--- config.mk ---
export PLATFORM = sky130hd
export DESIGN_NAME = lcd_write_ctrl_flat
export DESIGN_NICKNAME = d
export VERILOG_FILES = /design/src/rtl/lcd_write_if.sv /design/src/rtl/lcd_write_ctrl.sv /design/src/flat_wrapper.sv
export SDC_FILE = /design/constraint.sdc
export NUM_CORES = 1
export LEC_CHECK = 0
export CAP_MARGIN = 20
export CORE_MARGIN = 8
export CORE_UTILIZATION = 49
export CTS_BUF_LIST = sky130_fd_sc_hd__clkbuf_8
export CTS_CLUSTER_SIZE = 16
export DETAILED_ROUTE_END_ITERATION = 10
export PLACE_DENSITY = 0.76
export SYNTH_ARGS = -nofsm -noshare
export SYNTH_HDL_FRONTEND = slang
export SYNTH_SLANG_ARGS = --single-unit
--- constraint.sdc ---
create_clock -name clk -period 1.8 [get_ports clk]
set_input_delay 0.36 -clock clk [delete_from_list [all_inputs] [get_ports clk]]
set_output_delay 0.36 -clock clk [all_outputs]
set_load 0.05 [all_outputs]
--- src/rtl/lcd_write_if.sv ---
// Byte handshake from the upstream sequencer plus the HD44780-style LCD bus.
interface lcd_write_if;
  logic       in_valid;
  logic       in_rs;
  logic [7:0] in_data;
  logic       in_ready;
  logic       rs;
  logic       rw;
  logic       en;
  logic [7:0] dout;
  logic       busy;

  // Controller side: consumes bytes, drives the LCD pins.
  modport slave (
    input  in_valid,
    input  in_rs,
    input  in_data,
    output in_ready,
    output rs,
    output rw,
    output en,
    output dout,
    output busy
  );

  // Sequencer / environment side.
  modport master (
    output in_valid,
    output in_rs,
    output in_data,
    input  in_ready,
    input  rs,
    input  rw,
    input  en,
    input  dout,
    input  busy
  );
endinterface

--- src/rtl/lcd_write_ctrl.sv ---
// LCD write controller: takes one byte at a time from a sequencer and plays
// it onto the LCD bus as setup -> enable pulse -> hold -> execution wait.
// Clear/home commands (0x01..0x03 with rs = 0) get the long execution wait.
module lcd_write_ctrl #(
  parameter int unsigned SETUP_CYC    = 4,
  parameter int unsigned EN_HIGH_CYC  = 25,
  parameter int unsigned HOLD_CYC     = 2,
  parameter int unsigned CMD_WAIT_CYC = 4000,
  parameter int unsigned CLR_WAIT_CYC = 164000
) (
  input  logic        clk,
  input  logic        rst_n,
  lcd_write_if.slave  bus
);

  // Counter must reach the largest phase length minus one without wrapping.
  localparam int unsigned MAX_WAIT = (CLR_WAIT_CYC > CMD_WAIT_CYC) ? CLR_WAIT_CYC : CMD_WAIT_CYC;
  localparam int unsigned MAX_EW   = (EN_HIGH_CYC > MAX_WAIT) ? EN_HIGH_CYC : MAX_WAIT;
  localparam int unsigned MAX_SH   = (SETUP_CYC > HOLD_CYC) ? SETUP_CYC : HOLD_CYC;
  localparam int unsigned MAX_CNT  = (MAX_SH > MAX_EW) ? MAX_SH : MAX_EW;
  localparam int unsigned CNT_W    = (MAX_CNT < 2) ? 1 : $clog2(MAX_CNT);

  localparam logic [CNT_W-1:0] SETUP_LAST = CNT_W'(SETUP_CYC - 1);
  localparam logic [CNT_W-1:0] EN_LAST    = CNT_W'(EN_HIGH_CYC - 1);
  localparam logic [CNT_W-1:0] HOLD_LAST  = CNT_W'(HOLD_CYC - 1);
  localparam logic [CNT_W-1:0] CMD_LAST   = CNT_W'(CMD_WAIT_CYC - 1);
  localparam logic [CNT_W-1:0] CLR_LAST   = CNT_W'(CLR_WAIT_CYC - 1);

  typedef enum logic [2:0] {
    IDLE,
    SETUP,
    PULSE,
    HOLD,
    WAIT
  } state_t;

  state_t           state_q, state_d;
  logic [CNT_W-1:0] cnt_q, cnt_d;
  logic             rs_q, rs_d;
  logic [7:0]       dout_q, dout_d;
  logic             en_q, en_d;
  logic             clr_cmd;
  logic [CNT_W-1:0] wait_last;

  // Clear display / return home need the long execution time.
  assign clr_cmd   = !rs_q && ((dout_q == 8'h01) || (dout_q == 8'h02) || (dout_q == 8'h03));
  assign wait_last = clr_cmd ? CLR_LAST : CMD_LAST;

  // Next-state, counter and bus-latch logic; en_d is computed from the phase
  // being entered so that en is a clean flop output tied to PULSE.
  always_comb begin
    state_d = state_q;
    cnt_d   = cnt_q + 1'b1;
    rs_d    = rs_q;
    dout_d  = dout_q;
    en_d    = 1'b0;
    case (state_q)
      IDLE: begin
        cnt_d = '0;
        if (bus.in_valid) begin
          state_d = SETUP;
          rs_d    = bus.in_rs;
          dout_d  = bus.in_data;
        end
      end
      SETUP: begin
        if (cnt_q == SETUP_LAST) begin
          state_d = PULSE;
          cnt_d   = '0;
          en_d    = 1'b1;
        end
      end
      PULSE: begin
        en_d = 1'b1;
        if (cnt_q == EN_LAST) begin
          state_d = HOLD;
          cnt_d   = '0;
          en_d    = 1'b0;
        end
      end
      HOLD: begin
        if (cnt_q == HOLD_LAST) begin
          state_d = WAIT;
          cnt_d   = '0;
        end
      end
      WAIT: begin
        if (cnt_q == wait_last) begin
          state_d = IDLE;
          cnt_d   = '0;
        end
      end
      default: begin
        state_d = IDLE;
        cnt_d   = '0;
      end
    endcase
  end

  // State, counter and LCD pin registers; reset drops en immediately.
  always_ff @(posedge clk or negedge rst_n) begin
    if (!rst_n) begin
      state_q <= IDLE;
      cnt_q   <= '0;
      rs_q    <= 1'b0;
      dout_q  <= '0;
      en_q    <= 1'b0;
    end else begin
      state_q <= state_d;
      cnt_q   <= cnt_d;
      rs_q    <= rs_d;
      dout_q  <= dout_d;
      en_q    <= en_d;
    end
  end

  assign bus.in_ready = (state_q == IDLE);
  assign bus.busy     = (state_q != IDLE);
  assign bus.rw       = 1'b0;
  assign bus.en       = en_q;
  assign bus.rs       = rs_q;
  assign bus.dout     = dout_q;

  // en must only ever be seen high while in the enable phase.
  en_only_in_pulse: assert property (@(posedge clk) disable iff (!rst_n)
    en_q |-> (state_q == PULSE));

endmodule

--- src/flat_wrapper.sv ---
// flat-port wrapper written by rule: the top's interface ports become plain ports
module lcd_write_ctrl_flat 
#(
  parameter int unsigned SETUP_CYC    = 4,
  parameter int unsigned EN_HIGH_CYC  = 25,
  parameter int unsigned HOLD_CYC     = 2,
  parameter int unsigned CMD_WAIT_CYC = 4000,
  parameter int unsigned CLR_WAIT_CYC = 164000
)
  (clk, rst_n, bus_in_valid, bus_in_rs, bus_in_data, bus_in_ready, bus_rs, bus_rw, bus_en, bus_dout, bus_busy);
  lcd_write_if bus_i ();
  input  logic clk;
  input  logic rst_n;
  input wire logic [$bits(bus_i.in_valid)-1:0] bus_in_valid;
  input wire logic [$bits(bus_i.in_rs)-1:0] bus_in_rs;
  input wire logic [$bits(bus_i.in_data)-1:0] bus_in_data;
  output wire logic [$bits(bus_i.in_ready)-1:0] bus_in_ready;
  output wire logic [$bits(bus_i.rs)-1:0] bus_rs;
  output wire logic [$bits(bus_i.rw)-1:0] bus_rw;
  output wire logic [$bits(bus_i.en)-1:0] bus_en;
  output wire logic [$bits(bus_i.dout)-1:0] bus_dout;
  output wire logic [$bits(bus_i.busy)-1:0] bus_busy;
  assign bus_i.in_valid = bus_in_valid;
  assign bus_i.in_rs = bus_in_rs;
  assign bus_i.in_data = bus_in_data;
  assign bus_in_ready = bus_i.in_ready;
  assign bus_rs = bus_i.rs;
  assign bus_rw = bus_i.rw;
  assign bus_en = bus_i.en;
  assign bus_dout = bus_i.dout;
  assign bus_busy = bus_i.busy;
  lcd_write_ctrl #(.SETUP_CYC(SETUP_CYC), .EN_HIGH_CYC(EN_HIGH_CYC), .HOLD_CYC(HOLD_CYC), .CMD_WAIT_CYC(CMD_WAIT_CYC), .CLR_WAIT_CYC(CLR_WAIT_CYC)) u_core (.clk(clk), .rst_n(rst_n), .bus(bus_i));
endmodule
# [After elaboration in Yosys (flattened, before gate mapping)]
# Cells that the tools add are included.
[classes] n_addsub=1 eq_ne=16 muxes=15 reduce_logical=8
[op_table] op="$mux 18" count=5
[op_table] op="$pmux 18 s4" count=1
[op_table] op="$add 18x1->18 const B" count=1
[op_table] op="$eq 18x1->1 const B" count=1
[op_table] op="$eq 18x18->1" count=1
[op_table] op="$eq 18x2->1 const B" count=1
[op_table] op="$eq 18x5->1 const B" count=1
[op_table] op="$eq 8x2->1 const B" count=2
[op_table] op="$mux 3" count=5
[op_table] op="$pmux 3 s5" count=1
[op_table] op="$eq 8x1->1 const B" count=1
[op_table] op="$ne 2x1->1 const B" count=4
[op_table] op="$eq 3x2->1 const B" count=2
[op_table] op="$reduce_and 5->1" count=1
[op_table] op="$eq 3x1->1 const B" count=1
[op_table] op="$eq 3x3->1 const B" count=1
[op_table] op="$logic_not 3->1" count=1
[op_table] op="$reduce_bool 3->1" count=1
[op_table] op="$logic_or 1x1->1" count=2
[op_table] op="$mux 1" count=2
[op_table] op="$ne 2x2->1 const B" count=1
[op_table] op="$pmux 1 s2" count=1
[op_table] op="$reduce_and 2->1" count=1
[op_table] op="$logic_and 1x1->1" count=1
[op_table] op="$logic_not 1->1" count=1
[word_totals] reg_bits=31 output_inout_bits=13 wordCells=45

# [Depth between registers and ports, before layout]
[depth] word_depth=8 depth_mapped=8 depth_no_buf=7

# [Worst setup path after synthesis]
# No wires, ideal clock.
[synth_timing] path_kind="register to register" startpoint="reg u_core.state_q[1]" endpoint="reg u_core.dout_q[0], in the netlist u_core.bus.dout[0]" arrival_time_ps=2146 required_time_ps=1675 setup_slack_ps=-471 stages_incl_launch_ff=6 path_cell_list="dfrtp_1 > or3_1 > inv_1 > and2_1 > buf_2 > mux2_2"
[synth_via] elab_chain_len=2
[synth_rtl] element="start: declaration" line_no="lcd_write_ctrl.sv:37" text="state_t state_q, state_d;"
[synth_rtl] element="start signal: assignment" line_no="lcd_write_ctrl.sv:109" text="state_q <= state_d;"
[synth_rtl] element="$logic_not 3->1"
[synth_rtl] element="net bus_in_ready" line_no="flat_wrapper.sv:17" text="output wire logic [$bits(bus_i.in_ready)-1:0] bus_in_ready;"
[synth_rtl] element="$reduce_and 2->1 (no source line)"
[synth_rtl] element="end signal: assignment" line_no="lcd_write_ctrl.sv:112" text="dout_q <= dout_d;"
[synth_rtl] element="end: declaration" line_no="lcd_write_ctrl.sv:40" text="logic [7:0] dout_q, dout_d;"
# The timed path passes the listed nets, and every way through them passes these cells.
# A chain may end at the register's enable or synchronous reset.

# [Final worst setup path]
[layout_timing] startpoint="reg u_core.cnt_q[12]" endpoint="reg u_core.cnt_q[7]"
[layout_via] elab_chain_len=3
[layout_rtl] element="start: declaration" line_no="lcd_write_ctrl.sv:38" text="logic [CNT_W-1:0] cnt_q, cnt_d;"
[layout_rtl] element="start signal: assignment" line_no="lcd_write_ctrl.sv:110" text="cnt_q <= cnt_d;"
[layout_rtl] element="$eq 18x18->1 (tied with other cells)" line_no="lcd_write_ctrl.sv:88" text="if (cnt_q == wait_last) begin"
[layout_rtl] element="$mux 18, on equally long branches"
[layout_rtl] element="$pmux 18 s4 (*)" line_no="lcd_write_ctrl.sv:57" text="case (state_q)"
[layout_rtl] element="net u_core.cnt_d[7]" line_no="lcd_write_ctrl.sv:38"
# The timed path passes the listed nets; every way through them passes the cells marked *.

==> results.md <==
* Cell count after synthesis at 151
* Yosys reg bits at 31
* Clock Skews at 0.00524 ns
* Worst path required time at 1.96 ns
* Vias per cell at 5.38
* Placed Area at 2030 um2
* Layout cells sized above 1 at 0.409
* Post-synth net total at 166
* Number of synthesized flops with an enable pin at 0
* WHS at 0.480 ns
* Initial antenna violation count at 0
* Antenna-violating nets left at 0
* Wire per inst at 16.1 um
* Sequential cell fraction of total power at 0.562
* Post-Syn Area at 1560 um2
* Post-DP HPWL at 2.74 mm
* Combinational Power Share at 0.036
* Core footprint at 3050 um2
* H-tree depth at 2
* Area of the multi-input gates at 857 um2
* First-pass GRT wire length at 6.69 mm
* Top cell type by total area after synthesis: dfrtp_1
* Port bufs at 23
* M2 GR Usage at 0.285
* Post-Syn Area per Cell at 10.3 um2
* Final worst slack at -0.106 ns
* Clk_lat worst skew at 0.28 ns
* Fillers at 210
* RSZ-0062 raised after global routing: true
* Routed WL at 4.07 mm
* Dpl ws at -0.0774 ns
* Seq/Total Area, Yosys at 0.497
* Initial DRC count at 62
* Die Y at 72.4 um
* Max VDD drop at 0.334 mV
* Sequential cell area at 785 um2
* Type of the worst setup path: register to register
* CTS tree: yes
* Sw Share at 0.211
* Status: complete, but fails checks
* P_leak at 1.00 nW
* Failing checks: setup timing
* Synth area leaders: dfrtp_1 (50%), mux2_2 (7.2%), nor2_1 (6.7%), xnor2_1 (5.1%), xor2_1 (3.9%)
* Clock Sinks at 31
* Endpoints failing hold at 0
* # setup viols final at 21
* Most used flip-flop cell after synthesis: dfrtp_1
* # hold bufs at CTS at 0
* Slew Limit Fails at 0
* Startpoint Class: register
* Vias at 1355
* Top Ports at 25
* Maximum clock rate at 525 MHz
* Met3 usage at 0.0510
* Worst-path clk slew at 0.06 ns
* Clock buffer depth at 2
* Ys Warns at 0
* Fin area at 2250 um2
* Util after Layout at 0.737
* Area Overhead vs Synth at 44.2%
* Crit end category: register
* Met1 Use GR at 0.170
* 1st-pass router iterations at 4
* GRT Max-Usage Layer: met2
* Fin crit period at 1.91 ns
* Vias in the first global route at 1470
* Worst-path fanout max at 8
* NumNets Final at 222
* NetSw at 0.261 mW
* Fin crit share at 1.06
* Site Rows at 20
* Die W at 72.4 um
* Die ar. at 5250 um2
* Gpl congestion at 0.831
* Drc violations at 0
* CTS buffer count at 5
* Pint at 0.979 mW
* Top-area cell type share of the netlist area at 0.497
* Pin count of the biggest net entering global routing at 32
* Diodes inserted at 0
* Starting Density at 0.511
* CTS Root Buffer Type: clkbuf_8
* Clock network fraction of total power at 0.402
* Synth unique cells at 34
* Hold crit path type: input port to async pin
* Ys async rst share at 1.00
* Arr. time, crit path at 2.07 ns
* GRT Resource Usage Total at 0.161
* PwrDens at 551 nW/um2
* Grt total ovfl at 0
* MaxCap Viol Count at 0
[final timing paths]
check	end	startpoint	cells past startpoint	slack, ns
setup / recovery	u_core.cnt_q[7]$_DFF_PN0_	u_core.cnt_q[12]$_DFF_PN0_	6	-0.11
hold / removal	u_core.state_q[1]$_DFFE_PN0P_	rst_n	2	0.48
setup reg to reg	u_core.cnt_q[7]$_DFF_PN0_	u_core.cnt_q[12]$_DFF_PN0_	6	-0.11
hold reg to reg	u_core.state_q[1]$_DFFE_PN0P_	u_core.state_q[2]$_DFFE_PN0P_	1	0.50
max in group asynchronous	u_core.cnt_q[3]$_DFF_PN0_	rst_n	2	1.01
min in group clk	u_core.state_q[1]$_DFFE_PN0P_	u_core.state_q[2]$_DFFE_PN0P_	1	0.50
[routing by layer]
layer / routed length (um) / vias to the layer above / part of all wire
met2: 2180 / 38 / 0.53
met3: 191 / 9 / 0.047
met1: 1620 / 672 / 0.40
met4: 75 / 0 / 0.018
li1: - / 636 / -
met5: 0 / - / 0
[synthesized netlist by cell type, types with 2 or more instances]
library cell and instances:
nor3_1 2, nand4_1 5, xor2_1 7, buf_2 2
or3_1 3, mux2_2 10, nand2b_1 2, xnor2_1 9
inv_1 5, and4_1 2, dfrtp_1 31, and3_1 3
ha_1 3, nand3_1 7, a31oi_1 2, nor2_1 28
nand2_1 8, nor4_1 2, nor4_2 2, a21oi_1 4
[state kept, by name (all words and copies together) (netlist names)]
name	cells
u_core.cnt_q	18
u_core.bus.dout	8
u_core.bus.en	1
u_core.bus.rs	1
u_core.state_q	3
[layout make-up]
cell class | instances | share of cell area
multi-input cells | 111 | 0.381
clock inverters | 3 | 0.00556
inverters | 5 | 0.0100
clock buffers | 5 | 0.0306
well taps | 44 | 0.0245
repair buffers | 53 | 0.200
flip-flops and latches | 31 | 0.349
[metrics by stage]
| stage | cells | total power, mW | setup TNS [ns] |
|---|---|---|---|
| 3_5_place_dp | 240 | 0.755 | -1.19 |
| 5_1_grt | 252 | 1.29 | -3.60 |
| 3_3_place_gp | 240 | 0.753 | -0.236 |
| 2_1_floorplan | 151 | 0.717 | -1.75 |
| 4_1_cts | 249 | 1.25 | -0.763 |
| 6_report | 252 | 1.24 | -1.71 |
[worst max-delay path: stages (launching register included)]
cell	delay, ns
dfrtp_1	0.41
nor4_4	0.31
and4_4	0.31
a31oi_4	0.10
nor4_4	0.41
buf_6	0.20
nor2_2	0.06
[logic make-up after synthesis]
family,synth area share
xor+xnor,0.0898
buf+inv,0.0305
fa+ha+maj,0.0241
compound gates,0.0449
flops,0.497
simple gates,0.239
mux,0.0722
other cells,0.00240
[power by group through the flow]
stage / Combinational [mW] / Clock [mW] / Sequential, mW
final: 0.0451 / 0.498 / 0.697
after global routing: 0.0491 / 0.540 / 0.696
after CTS: 0.0460 / 0.505 / 0.697
after detailed placement: 0.0456 / 0 / 0.710
after global placement: 0.0439 / 0 / 0.710
after floorplan: 0.00693 / 0 / 0.710
[cells in the final DEF (no fill, tap or decap), drive strengths merged, types with 2 or more instances in the layout]
master         netlist  layout
ha                   3       3
nor2                28      28
clkdlybuf4s50        0      11
inv                  5       6
and4                 2       2
and3                 3       3
nand4                5       5
nor4                 5       5
xnor2                9       9
or3                  3       3
a21oi                4       4
xor2                 7       7
mux2                10      10
dfrtp               31      31
nand3                7       7
buf                  4      42
nand2b               2       2
clkbuf               0       5
a31oi                2       2
nand2                8       8
nor3                 2       2
[timing repair]
item / 4_1_cts / 5_1_grt
setup endpoints to repair: 19 / 21
buffers inserted: 1 / 4
gates resized for setup: 13 / 12
pin swaps: 8 / 6
Power figures use the tool's default switching activity.
==> variant 1, RTL diff (same settings) <==
`HOLD_CYC` is set to 2 in 2 places; all go to 4.
--- a/src/rtl/lcd_write_ctrl.sv
+++ b/src/rtl/lcd_write_ctrl.sv
@@ -6,3 +6,3 @@
   parameter int unsigned EN_HIGH_CYC  = 25,
-  parameter int unsigned HOLD_CYC     = 2,
+  parameter int unsigned HOLD_CYC     = 4,
   parameter int unsigned CMD_WAIT_CYC = 4000,
--- a/src/flat_wrapper.sv
+++ b/src/flat_wrapper.sv
@@ -5,3 +5,3 @@
   parameter int unsigned EN_HIGH_CYC  = 25,
-  parameter int unsigned HOLD_CYC     = 2,
+  parameter int unsigned HOLD_CYC     = 4,
   parameter int unsigned CMD_WAIT_CYC = 4000,
Check against the original RTL: no difference found for any inputs over 10 cycles, from zero or initial values and one cycle with rst_n low; that may be too few to reach the edited logic, so the function may still have changed.
==> variant 1 against the original RTL <==
Setup slack gained 36 ps. Area after synthesis shrank 0.80%. Global-route usage shrank 0.72 points. Final area shrank 3.1%. The flow still finishes with violations (setup timing). Sequential cell count is the same. Routed wire length shrank 4.3%. Total power grew 3.7%.
==> variant 1: results (changes against the original RTL) <==
INFO  outcome        outcome=complete, but fails checks
INFO  outcome        failed_checks=setup timing
INFO  layout         filler_cell_count=212 [+0.95%]
INFO  yosys          synthesized_netlist_cell_count=148 [-2.0%]
INFO  yosys          netlist.area_leader.share=0.5012 [+0.004019]
INFO  layout         instances_no_fill=246 [-2.4%]
INFO  layout         regArea=775.7µm² [-1.1%]
INFO  layout         buffers_excl_clock=51 [-3.8%]
INFO  critical_path  cp_data_arrival_time=2040ps [-30 ps]
INFO  layout         clock_buffer_count=6 [+1]
INFO  layout         buf_share=0.2008 [+0.001137]
INFO  yosys          syn_nets=162 [-2.4%]
INFO  drt            detailed_route_vias_per_instance=5.354 [-0.43%]
INFO  critical_path  timing.critical_path.slowest_stage_cell=sky130_fd_sc_hd__or4_4
INFO  critical_path  critical_path.max_fanout=5 [-3]
INFO  layout         layout.comb_gates.multi_input=107 [-3.6%]
INFO  critical_path  regToRegStartpoint=u_core.cnt_q[10]$_DFF_PN0_
INFO  critical_path  timing.critical_path.slowest_cell_delay=430ps [+20 ps]
INFO  yosys          synth_sequential_area_ratio=0.5012 [+0.004019]
INFO  placement      place.gp.congestion=0.8898 [+7.1%]
INFO  yosys          netlist_top_cells_count=sky130_fd_sc_hd__dfrtp_1 (31), sky130_fd_sc_hd__nor2_1 (24), sky130_fd_sc_hd__nand2_1 (10)
INFO  timing         fin_skew=1.049ps [-4.187 ps]
INFO  timing         setup_viol=18 [-14%]
INFO  drt            routed_len_inst=15.83µm [-1.9%]
INFO  yosys          synthDistinctLibCells=37 [+8.8%]
INFO  pwr            maximum_vdd_drop=0.0005291V [+58%]
INFO  global_routing grt_pass1_wl=6292µm [-5.9%]
INFO  placement      place.detailed.hpwl=2790µm [+1.9%]
INFO  pwr            power.leakage=1.006nW [+0.15%]
INFO  layout         multi_input_gate_share_of_the_layout_cell_area=0.3660 [-0.01494]
INFO  placement      dpl.cell_count=237 [-1.3%]
INFO  timing         setup_ws=-69.70ps [+36.07 ps]
variant 1: cell count changes in the layout (fill, tap and decap cells not counted), moves of 3 or more:
cell	delta
sky130_fd_sc_hd__buf_4	-3
sky130_fd_sc_hd__dfrtp_1	+7
sky130_fd_sc_hd__nand2_1	+3
sky130_fd_sc_hd__nor4_4	-3
sky130_fd_sc_hd__nor2_1	-3
sky130_fd_sc_hd__mux2_2	-5
sky130_fd_sc_hd__nor4_2	+3
sky130_fd_sc_hd__nor4_1	+3
sky130_fd_sc_hd__dfrtp_2	-7
sky130_fd_sc_hd__mux2_4	+4
variant 1: worst min-delay path by stage:
stage | slack (ps) | end
after detailed placement | 530 | u_core.bus.dout[6]$_DFFE_PN0P_
final | 480 | u_core.bus.dout[0]$_DFFE_PN0P_
after floorplan | 60 | u_core.bus.dout[0]$_DFFE_PN0P_
after global placement | 520 | u_core.bus.dout[0]$_DFFE_PN0P_
after global routing | 540 | u_core.bus.rs$_DFFE_PN0P_
after CTS | 500 | u_core.bus.dout[1]$_DFFE_PN0P_
variant 1: per-layer routing:
metal	track usage	wire (µm)
met1	0.1754	1634
met2	0.2658	1969
met3	0.04959	222
met4	0.04762	66
met5	0	0
variant 1: what timing repair did:
item | in CTS | in global routing
resized for setup | 4 | 10
pin swaps | 3 | 6
buffers inserted | 0 | 1
gates cloned | 0 | 1
hold endpoints to repair | 0 | 0
setup endpoints to repair | 19 | 20
variant 1: where the power goes:
part,switching (W),internal [W]
clock network,0.000246,0.000299
logic,0.0000214,0.0000225
registers,0,0.000697
variant 1: cells by family (layout without fill, tap and decap cells):
family                   after synthesis  count (layout)  synth area share
AND/OR/NAND/NOR                       69              69            0.2272
multiplexers                           9               9           0.06548
buffers and inverters                 10              64           0.04284
AO/OA/AOI/OAI                          9               9           0.04850
flip-flops                            31              31            0.5012
XOR/XNOR                              17              17           0.09621
other                                  1               1          0.002423
adder cells (fa/ha/maj)                2               2           0.01617
variant 1: critical path: cells and delay by family, from the launching register on:
kind,cells,cell delay [ps]
buf+inv,2,280
flops,1,400
simple gates,3,590
compound gates,2,500
variant 1: stage by stage:
step / utilization / power [W] / area (µm²) / hold WS (ps) / worst slack [ps]
after detailed placement: 0.6690 / 0.0007544 / 2026 / 532.1 / -85.98
final: 0.7202 / 0.001286 / 2181 / 483.8 / -69.70
after global routing: 0.7202 / 0.001323 / 2181 / 537.8 / -133.6
after CTS: 0.7041 / 0.001294 / 2132 / 502.0 / -66.65
after global placement: 0.6690 / 0.0007534 / 2026 / 518.3 / -75.98
after floorplan: - / 0.0007165 / 1617 / 64.41 / -69.92
==> variant 2, RTL diff (same settings) <==
Without the edit above. Take the reset off `dout_q` and load it in a clocked block of its own.
--- a/src/rtl/lcd_write_ctrl.sv
+++ b/src/rtl/lcd_write_ctrl.sv
@@ -105,3 +105,2 @@
       rs_q    <= 1'b0;
-      dout_q  <= '0;
       en_q    <= 1'b0;
@@ -111,5 +110,8 @@
       rs_q    <= rs_d;
-      dout_q  <= dout_d;
       en_q    <= en_d;
     end
+  end
+
+  always_ff @(posedge clk) begin
+    dout_q <= dout_d;
   end
Behaviour: not the same (Yosys sat finds a counterexample within 4 cycles, from zero or initial values and one cycle with rst_n low).
==> variant 2 against the original RTL <==
Highest routed layer unchanged. Setup slack worse by 31 ps. Routed wire length is 4.2% lower. Critical path type unchanged. Final area fell by 0.22%. Non-clock buffer count down 5. Area after synthesis grew 1.7%. Sequential cell count unchanged. The run still ends with setup timing left.
Power is not compared: it rests on default switching activity, and its combinational part moved more than twofold at a synthesized area within 25%.
==> variant 2: results (changes against the original RTL) <==
INFO  outcome        outcome=complete, but fails checks
INFO  outcome        failed_checks=setup timing
INFO  timing         setup_viol=19 [-9.5%]
INFO  placement      dp_worst_setup_slack=-97.88ps [-20.44 ps]
INFO  critical_path  cpLargestDelayFamily=compound AO/OA/AOI/OAI gates
INFO  timing         setup_ws=-136.3ps [-30.52 ps]
INFO  layout         share_of_the_final_layout_cell_area_in_sequential_cells=0.3640 [+0.01527]
INFO  global_routing grt_max_degree=24 [-25%]
INFO  timing         fin_skew=4.513ps [-0.7228 ps]
INFO  placement      place.gp.congestion=0.8458 [+1.8%]
INFO  placement      placed_area=0.002021mm² [-0.49%]
INFO  drt            drtIter0Drc=76 [+23%]
INFO  layout         fin_area=0.002245mm² [-0.22%]
INFO  timing         final_sum_of_negative_setup_slack=-1240ps [+469.4 ps]
INFO  layout         clock_area_frac=0.03623 [+0.00008069]
INFO  layout         filler_cell_count=216 [+2.9%]
INFO  layout         buf_share=0.1929 [-0.006801]
INFO  yosys          synth.top_cells.by_area=sky130_fd_sc_hd__dfrtp_1 (36%), sky130_fd_sc_hd__edfxtp_1 (15%), sky130_fd_sc_hd__a21oi_1 (5.7%)
INFO  layout         design.final.nets=210 [-5.4%]
INFO  critical_path  cp_data_arrival_time=2110ps [+40 ps]
INFO  placement      dpl.cell_count=227 [-5.4%]
INFO  layout         layout.comb_gates.multi_input=101 [-9.0%]
INFO  global_routing grt_pass1_wl=5968µm [-11%]
INFO  drt            routed_wirelength=3897µm [-4.2%]
INFO  yosys          netlist_top_cells_count=sky130_fd_sc_hd__dfrtp_1 (23), sky130_fd_sc_hd__a21oi_1 (18), sky130_fd_sc_hd__nor2_1 (10)
INFO  drt            detailed_route_vias_per_instance=5.475 [+1.8%]
INFO  drt            routed_len_inst=16.24µm [+0.61%]
INFO  critical_path  critical_path.max_fanout=5 [-3]
INFO  global_routing groute.usage.overall=0.1472 [-0.01409]
INFO  yosys          synth_sequential_area_ratio=0.5142 [+0.01700]
INFO  yosys          asyncSetResetFlopFracSynth=0.7419 [-0.2581]
INFO  global_routing grt_util_met3=0.05220 [+0.001234]
INFO  yosys          synth_enable_flop_cells=8 [+8]
[variant 2: cell families (layout without fill, tap and decap cells)]
family                     Yosys count  in the layout  synth area share
adders and majority gates            3              3           0.02366
and+or+nand+nor                     51             51            0.1964
DFF                                 31             31            0.5142
muxes                                3              3           0.02287
xor gates and xnor gates            16             16           0.08833
other                                1              1          0.002364
AOI/OAI and AO/OA                   27             27            0.1010
buffers and inverters               14             64           0.05126
[variant 2: final timing paths]
check                                           start                             to  slack (ps)  cells past startpoint
max                        u_core.cnt_q[13]$_DFF_PN0_  u_core.state_q[0]$_DFFE_PN0P_        -140                      5
min                                             rst_n      u_core.cnt_q[7]$_DFF_PN0_         430                      2
max in group asynchronous                       rst_n      u_core.cnt_q[0]$_DFF_PN0_        1120                      2
min in group clk            u_core.cnt_q[0]$_DFF_PN0_      u_core.cnt_q[0]$_DFF_PN0_         480                      1
min reg2reg                 u_core.cnt_q[0]$_DFF_PN0_      u_core.cnt_q[0]$_DFF_PN0_         480                      1
max reg2reg                u_core.cnt_q[13]$_DFF_PN0_  u_core.state_q[0]$_DFFE_PN0P_        -140                      5
[variant 2: layer usage]
layer,vias to the layer above,share of wire,wire [µm]
li1,617,-,-
met1,648,0.46,1796
met2,42,0.47,1838
met3,7,0.053,208
met4,0,0.014,54
met5,-,0,0
[variant 2: what timing repair did]
item | in CTS | in global routing
setup buffers | 0 | 2
gates cloned | 0 | 3
setup endpoints to repair | 19 | 20
pin swaps | 2 | 14
hold buffers | 0 | 0
gates resized for setup | 2 | 18
[variant 2: report_power, final]
group | internal (W) | leakage, nW | switching, W | total, W
clock | 0.000259 | 0.0505 | 0.000253 | 0.000512
combinational | 0.000460 | 0.504 | 0.000727 | 0.00119
sequential | 0.000837 | 0.390 | 0.0000947 | 0.000932
